## src/rtl/multu_sequencer.sv

```systemverilog
// rtl/multu_sequencer.sv - MULTU control sequencer: load, shift steps, OUT strobe, HI/LO capture (optional MULTU_EARLY_TERM_EN)
module multu_sequencer #(
    parameter int          WIDTH      = 32,
    parameter logic [5:0]  MULTU_CODE = 6'd25,
    parameter logic [5:0]  OUT_CODE   = 6'b111111,
    parameter logic [5:0]  IDLE_CODE  = 6'd0
) (
    input  logic                 clk,
    input  logic                 reset,
    input  logic                 start,
    input  logic [5:0]           funct,
    input  logic [WIDTH-1:0]     op_a,
    input  logic [WIDTH-1:0]     op_b,
    input  logic                 wr_hi,
    input  logic                 wr_lo,
    input  logic [WIDTH-1:0]     wdata,
    input  logic [2*WIDTH-1:0]   mul_product,
    output logic                 mul_reset,
    output logic [5:0]           mul_signal,
    output logic [WIDTH-1:0]     mul_a,
    output logic [WIDTH-1:0]     mul_b,
    output logic                 busy,
    output logic                 done,
    output logic [WIDTH-1:0]     hi,
    output logic [WIDTH-1:0]     lo
);

    typedef enum logic [2:0] {
        S_IDLE,
        S_LOAD,
        S_RUN,
        S_OUT,
        S_CAPTURE
    } state_t;

    localparam logic [5:0] LAST_STEP = 6'(WIDTH - 1);

    state_t     state;
    state_t     next_state;
    logic [5:0] count;
    logic       accept;
    logic       run_last;

`ifdef MULTU_EARLY_TERM_EN
    logic [WIDTH-1:0] shadow;

    // Shadow copy of the multiplier; once no set bits remain the rest of the steps add nothing.
    always_ff @(posedge clk) begin
        if (reset) begin
            shadow <= '0;
        end else if (accept) begin
            shadow <= op_b;
        end else if (state == S_RUN) begin
            shadow <= shadow >> 1;
        end
    end

    // Last RUN step: either the full width is done or the remaining multiplier bits are all zero.
    always_comb begin
        run_last = (count == LAST_STEP) || ((shadow >> 1) == '0);
    end
`else
    // Last RUN step: always after the full operand width.
    always_comb begin
        run_last = (count == LAST_STEP);
    end
`endif

    // State register.
    always_ff @(posedge clk) begin
        if (reset) begin
            state <= S_IDLE;
        end else begin
            state <= next_state;
        end
    end

    // Next-state logic and multiplier control strobes, decoded from the current state.
    always_comb begin
        next_state = state;
        accept     = 1'b0;
        mul_reset  = 1'b0;
        mul_signal = IDLE_CODE;
        case (state)
            S_IDLE: begin
                if (start && funct == MULTU_CODE) begin
                    accept     = 1'b1;
                    next_state = S_LOAD;
                end
            end
            S_LOAD: begin
                mul_reset  = 1'b1;
                next_state = S_RUN;
            end
            S_RUN: begin
                mul_signal = MULTU_CODE;
                if (run_last) begin
                    next_state = S_OUT;
                end
            end
            S_OUT: begin
                mul_signal = OUT_CODE;
                next_state = S_CAPTURE;
            end
            S_CAPTURE: begin
                next_state = S_IDLE;
            end
            default: begin
                next_state = S_IDLE;
            end
        endcase
    end

    // Operand latches, step counter, HI/LO architectural registers and the done pulse.
    always_ff @(posedge clk) begin
        if (reset) begin
            count <= 6'd0;
            mul_a <= '0;
            mul_b <= '0;
            hi    <= '0;
            lo    <= '0;
            done  <= 1'b0;
        end else begin
            done <= (state == S_CAPTURE);
            if (accept) begin
                mul_a <= op_a;
                mul_b <= op_b;
                count <= 6'd0;
            end else if (state == S_RUN) begin
                count <= count + 6'd1;
            end
            // A start and an MTHI/MTLO on the same IDLE edge both land; the product overwrites later.
            if (state == S_CAPTURE) begin
                hi <= mul_product[2*WIDTH-1:WIDTH];
                lo <= mul_product[WIDTH-1:0];
            end else if (state == S_IDLE) begin
                if (wr_hi) begin
                    hi <= wdata;
                end
                if (wr_lo) begin
                    lo <= wdata;
                end
            end
        end
    end

    assign busy = (state != S_IDLE);

endmodule

```

## config.mk

```make
export PLATFORM = sky130hd
export DESIGN_NAME = multu_sequencer
export DESIGN_NICKNAME = d
export VERILOG_FILES = /design/src/rtl/multu_sequencer.sv
export SDC_FILE = /design/constraint.sdc
export NUM_CORES = 1
export LEC_CHECK = 0
export ABC_AREA = 1
export CORE_MARGIN = 1
export CORE_UTILIZATION = 42
export DETAILED_ROUTE_END_ITERATION = 8
export HOLD_SLACK_MARGIN = 0.1
export MAX_ROUTING_LAYER = met4
export PLACE_DENSITY = 0.86
export SETUP_SLACK_MARGIN = 0.15
export SYNTH_ARGS = -nofsm -noshare
export SYNTH_HDL_FRONTEND = slang
export SYNTH_SLANG_ARGS = --single-unit
```

## constraint.sdc

```tcl
create_clock -name clk -period 1.4 [get_ports clk]
set_input_delay 0.42 -clock clk [delete_from_list [all_inputs] [get_ports clk]]
set_output_delay 0.42 -clock clk [all_outputs]
set_load 0.005 [all_outputs]
```

==> impl_metrics.yaml, run 1 <==
clocking:
  cts-root-buf: "clkbuf_16"
  clk_pin_slew_ns: 0.07
  cts_hold_buf: 0
  cts_tree: "built"
  cts_buffers: 17
  htree_levels: 4
  clk_latency_ns: 0.44
  clockBufferDepth: 2
  numClockSinks: 138
global_routing:
  grt_pass1_wl_um: 37400
  grt.total_usage: 0.298
  grt_pass1_vias: 7834
  grt_max_degree: 52
  antenna_found_initial: 0
  gr-total-overflow: 0
timing:
  final_hold_viol_count: 0
  fmax_mhz: 561
  fin_crit_sh: 1.27
  setup_violations: 143
  finClkSkew_ns: 0.0174
  slew_headroom: 0.763
  tightestPinTransition_ns: 0.353
  worst_slack_ns: -0.383
  drv_slew: 0
  rsz0062_at_grt: "yes"
  period_minus_slack_ns: 1.78
worst_setup_path:
  critical_path.top_delay_family: "buffers and inverters"
  cpPeakStageDelay_ns: 0.38
  worst-path-max-fanout: 8
  slowest_stage: "dfxtp_4"
  r2r_start: "state[2]"
  regToRegSetupSlack_ns: -0.38
  crit_start: "state[2]"
  required_ns: 1.75
  path_cells: "buf_6 -> nor2_4 -> buf_6 -> buf_6 -> nand3_4 -> buf_6 -> buf_12 -> nand2_4 -> inv_2 -> nor2_2"
  rr_worst_depth: 10
  crit_type: "register to register"
  crit_end: "mul_b[22]"
  cp.depth: 10
  cp.arrival_ns: 2.13
  cpMostUsedCell: "buf_6"
  endpoint_kind: "register"
  r2r_end: "mul_b[22]"
  cp-start-kind: "register"
  crit_buf_inv: 6
synth:
  synth_compound_area_frac: 0.00403
  synthAdderAreaFrac: 0.00183
  avgSynthCellArea_um2: 6.04
  ys_ff_latch: 138
  yosys.area_share.simple: 0.391
  syn_inst: 1133
  synth_xor_area_frac: 0.00256
  synth_cell_types: 20
  synth_top_family_by_area: "simple AND/OR/NAND/NOR gates"
  yosysWarnings: 0
  synth_area_um2: 6840
  seq_area_frac_synth: 0.404
  synth.area.mux_share: 0
  synth_nets: 1305
status:
  status: "complete, but fails checks"
  violations: "setup timing"
floorplan:
  coreArea_um2: 15900
  fp-row-count: 46
  initial_core_util: 0.430
  die-area_um2: 16800
  ios: 308
  die_y_um: 130
  die_w_um: 130
pwr:
  p_per_area_nw_per_um2: 982
  vdd_drop_max_v: 0.000853
  power_mw: 13.4
  p_leak_nw: 6.71
routing:
  drc_errors: 0
  wl_um: 36400
  drtIter0Drc: 926
  vias: 9457
  viasPerCell: 5.40
  wl_per_cell_um: 20.8
  ant_nets: 0
  first_pass_iters: 5
job:
  cap_violations: 0
final_layout:
  areaGrowthSynthToFinish_pct: 99.8
  n_antenna_cell: 0
  instances_no_fill: 1751
  drive_gt1_frac: 0.474
  final_util: 0.860
  final_nets: 1694
worst_hold_path:
  whs_path_depth: 4
  min_path_type: "input port to register"
placement:
  hpwl_um: 14700
  io_buffer_count: 307
  gp_congestion: 0.791
  placed_cells: 1628
  place_ws_ns: -0.430
==> metrics by stage <==
step                      TNS, ns  hold WS (ns)  cell area [um^2]
after floorplan                 0         0.458              6850
after global placement     -38.44         0.476             10200
after detailed placement   -41.47         0.483             10200
after CTS                   -8.82         0.402             11800
after global routing       -41.45         0.420             13700
final                      -34.97         0.426             13700
==> power breakdown <==
group | switching [mW] | total [mW] | internal (mW) | leakage [nW]
Clock | 1.87 | 4.76 | 2.89 | 0.296
Sequential | 0.231 | 4.47 | 4.24 | 1.18
Combinational | 2.01 | 4.19 | 2.18 | 5.23
==> worst min path at each step <==
| stage | slack (ns) | endpoint | start |
|---|---|---|---|
| after global placement | 0.48 | count[1] | count[1] |
| after global routing | 0.42 | count[4] | reset |
| after CTS | 0.40 | state[0] | reset |
| after detailed placement | 0.48 | count[1] | count[1] |
| final | 0.43 | state[0] | reset |
| after floorplan | 0.46 | count[1] | count[1] |
==> worst min-delay path: cells and delay by family <==
family / cells / cell delay, ns
buf+inv: 2 / 0.27
simple gates: 2 / 0.12
==> Yosys cell counts, drive strengths merged <==
cell	count	area (um^2)
clkbuf	9	33.8
a21oi	2	10.0
nor2	212	818
o21a	1	7.51
dfxtp	138	2760
inv	270	1010
nand2	307	1160
o21ai	2	10.0
nor3	2	10.0
ha	1	12.5
xor2	2	17.5
buf	52	297
nand3	135	686
==> cell families after synthesis <==
logic type	after synthesis
and+or+nand+nor	656
buffers and inverters	331
DFF	138
AOI/OAI and AO/OA	5
xor gates and xnor gates	2
adders and majority gates	1
==> metal layers <==
metal	share of wire	vias up	track usage
met4	0.087	0	0.181
met2	0.49	748	0.515
met3	0.098	304	0.0859
li1	-	4041	-
met5	0	-	-
met1	0.33	4364	0.298
==> final cells by class <==
class | instances | area, um^2
tap | 216 | 270
fill | 722 | 2220
timing repair buffer | 431 | 4820
sequential | 138 | 2950
multi-input combinational | 664 | 4000
inverter | 270 | 1020
clock buffer | 20 | 457
clock inverter | 12 | 148
==> what timing repair did <==
item	CTS	global route
cloned	11	15
endpoints found under the hold margin	0	0
buffers inserted	19	47
pin swaps	50	151
endpoints found under the setup margin	272	273
gates resized for setup	894	372
==> registers in the layout (all words and copies together) (netlist names) <==
| signal | flops |
|---|---|
| hi | 32 |
| mul_a | 32 |
| lo | 32 |
| count | 6 |
| mul_b | 32 |
| state | 3 |
| done | 1 |
==> placed cells by master (no fill, tap or decap), types with 2 or more instances in the layout <==
cell type,instances
nand2_1,200
clkinv_2,5
clkbuf_8,2
buf_16,10
nand2_4,70
dfxtp_2,125
nand3_4,7
xor2_1,2
nor2_1,130
bufinv_16,3
nor2_4,26
nand3_1,90
clkinvlp_4,2
inv_1,205
dfxtp_4,7
buf_6,135
buf_4,44
clkinv_4,2
nor2_2,56
clkdlybuf4s50_1,169
buf_8,8
inv_2,64
nand2_2,33
nand3_2,38
dfxtp_1,6
nand2_8,4
buf_12,24
clkbuf_16,27
buf_2,31
Power figures use the tool's default switching activity.
==> inputs of run 2 (changes only) <==
CORE_ASPECT_RATIO = 1.4   (was unset)
PLACE_DENSITY = 0.79   (was 0.86)
==> impl_metrics.yaml, run 2 (synthesis gave the netlist of run 1 again) <==
job:
  cap_violations: 0
placement:
  placed_cells: 1608
  hpwl_um: 14800
  placed_area_um2: 10200
  gp_congestion: 0.895
  io_buffer_count: 307
worst_setup_path:
  crit_type: "register to register"
  cp.arrival_ns: 2.03
  endpoint_kind: "register"
  worst-path-max-fanout: 18
  required_ns: 1.74
  cp-start-kind: "register"
routing:
  ant_nets: 0
  drtIter0Drc: 539
  first_pass_iters: 5
  viasPerCell: 4.76
  vias: 8084
  wl_per_cell_um: 15.3
  wl_um: 26100
  drc_errors: 0
timing:
  finClkSkew_ns: 0.00887
  drv_slew: 0
  setup_violations: 139
  rsz0062_at_grt: "yes"
  final_hold_viol_count: 0
  finalSetupTns_ns: -19.61
  fmax_mhz: 593
  worst_slack_ns: -0.286
  fin_crit_sh: 1.20
  tightestPinTransition_ns: 0.301
  period_minus_slack_ns: 1.69
  slew_headroom: 0.798
status:
  status: "complete, but fails checks"
  violations: "setup timing"
clocking:
  cts_tree: "built"
  htree_levels: 4
  clockBufferDepth: 2
  numClockSinks: 138
  clk_latency_ns: 0.42
  cts-root-buf: "clkbuf_16"
  cts_buffers: 17
  cts_hold_buf: 0
  clk_pin_slew_ns: 0.06
global_routing:
  antenna_found_initial: 0
  grt_max_degree: 57
  gr-total-overflow: 0
  grt_pass1_wl_um: 35700
  grt.total_usage: 0.285
  grt_pass1_vias: 7448
final_layout:
  areaGrowthSynthToFinish_pct: 80.8
  seq_area_um2: 2940
  mostFrequentLayoutCell: "nand2_1"
  drive_gt1_frac: 0.303
  final_area_um2: 12400
  final_util: 0.785
  instances_no_fill: 1700
  num-fill-cells: 1080
  final_nets: 1663
  multi_input_area_um2: 2950
  n_antenna_cell: 0
  final_cell_mix: "296 x nand2_1, 260 x inv_1, 192 x nor2_1"
floorplan:
  ios: 308
  die_y_um: 153
  die_w_um: 110
  fp-row-count: 54
  coreArea_um2: 15700
  initial_core_util: 0.434
  die-area_um2: 16800
pwr:
  p_per_area_nw_per_um2: 1050
  p_leak_nw: 6.49
  vdd_drop_max_v: 0.000702
  power_mw: 13.0
worst_hold_path:
  min_path_type: "input port to register"
[run 2: changes by cell type in the layout (fill, tap and decap cells not counted), moves of 22 or more]
cell | before | now
inv_1 | 205 | 260
inv_2 | 64 | 7
nand2_1 | 200 | 296
nand2_2 | 33 | 8
nand2_4 | 70 | 3
nand3_1 | 90 | 115
nand3_2 | 38 | 16
nor2_1 | 130 | 192
nor2_2 | 56 | 14
[run 2: what timing repair did]
item / in CTS / in global routing
gates cloned: 12 / 18
resized for setup: 794 / 111
buffers inserted: 14 / 16
setup endpoints to repair: 272 / 272
pin swaps: 14 / 45
[run 2: layer usage]
metal | track usage | routed length, um | vias up
met2 | 0.501 | 13900 | 361
met5 | - | 0 | -
li1 | - | - | 3979
met3 | 0.0759 | 1870 | 86
met1 | 0.277 | 8990 | 3658
met4 | 0.152 | 1310 | 0
[run 2: final timing paths]
check                 from  depth (start not counted)        end  slack, ns
setup / recovery  state[1]                         11  mul_a[27]      -0.29
hold / removal       reset                          3   state[2]       0.48
setup reg to reg  state[1]                         11  mul_a[27]      -0.29
hold reg to reg   count[1]                          2   count[1]       0.48
[run 2: metrics by stage]
stage	worst slack, ns	hold slack, ns
finish	-0.286	0.478
global route	-0.323	0.481
CTS	-0.248	0.462
detailed placement	-0.397	0.484
global placement	-0.367	0.471
floorplan	0.146	0.458
[run 2: worst max-delay path, stage by stage (launching register included)]
cell and delay [ns]:
dfxtp_4 0.37, inv_4 0.08, nand2_4 0.05, nor2_4 0.09, buf_4 0.13, buf_12 0.12
nand3_4 0.16, buf_12 0.18, buf_16 0.15, nand2_1 0.08, inv_1 0.06, nor2_1 0.13
[run 2: layout make-up]
cell class / instances / share of cell area
repair buffers: 400 / 0.369
flip-flops and latches: 138 / 0.238
multi-input cells: 664 / 0.239
inverters: 270 / 0.0830
clock buffers: 21 / 0.0364
well taps: 196 / 0.0198
clock inverters: 11 / 0.0156
[run 2: power breakdown]
| part | leakage, nW | internal [mW] | switching [mW] |
|---|---|---|---|
| clock network | 0.308 | 3.21 | 1.73 |
| logic | 5.00 | 2.07 | 1.54 |
| registers | 1.18 | 4.24 | 0.185 |
| total | 6.49 | 9.52 | 3.46 |
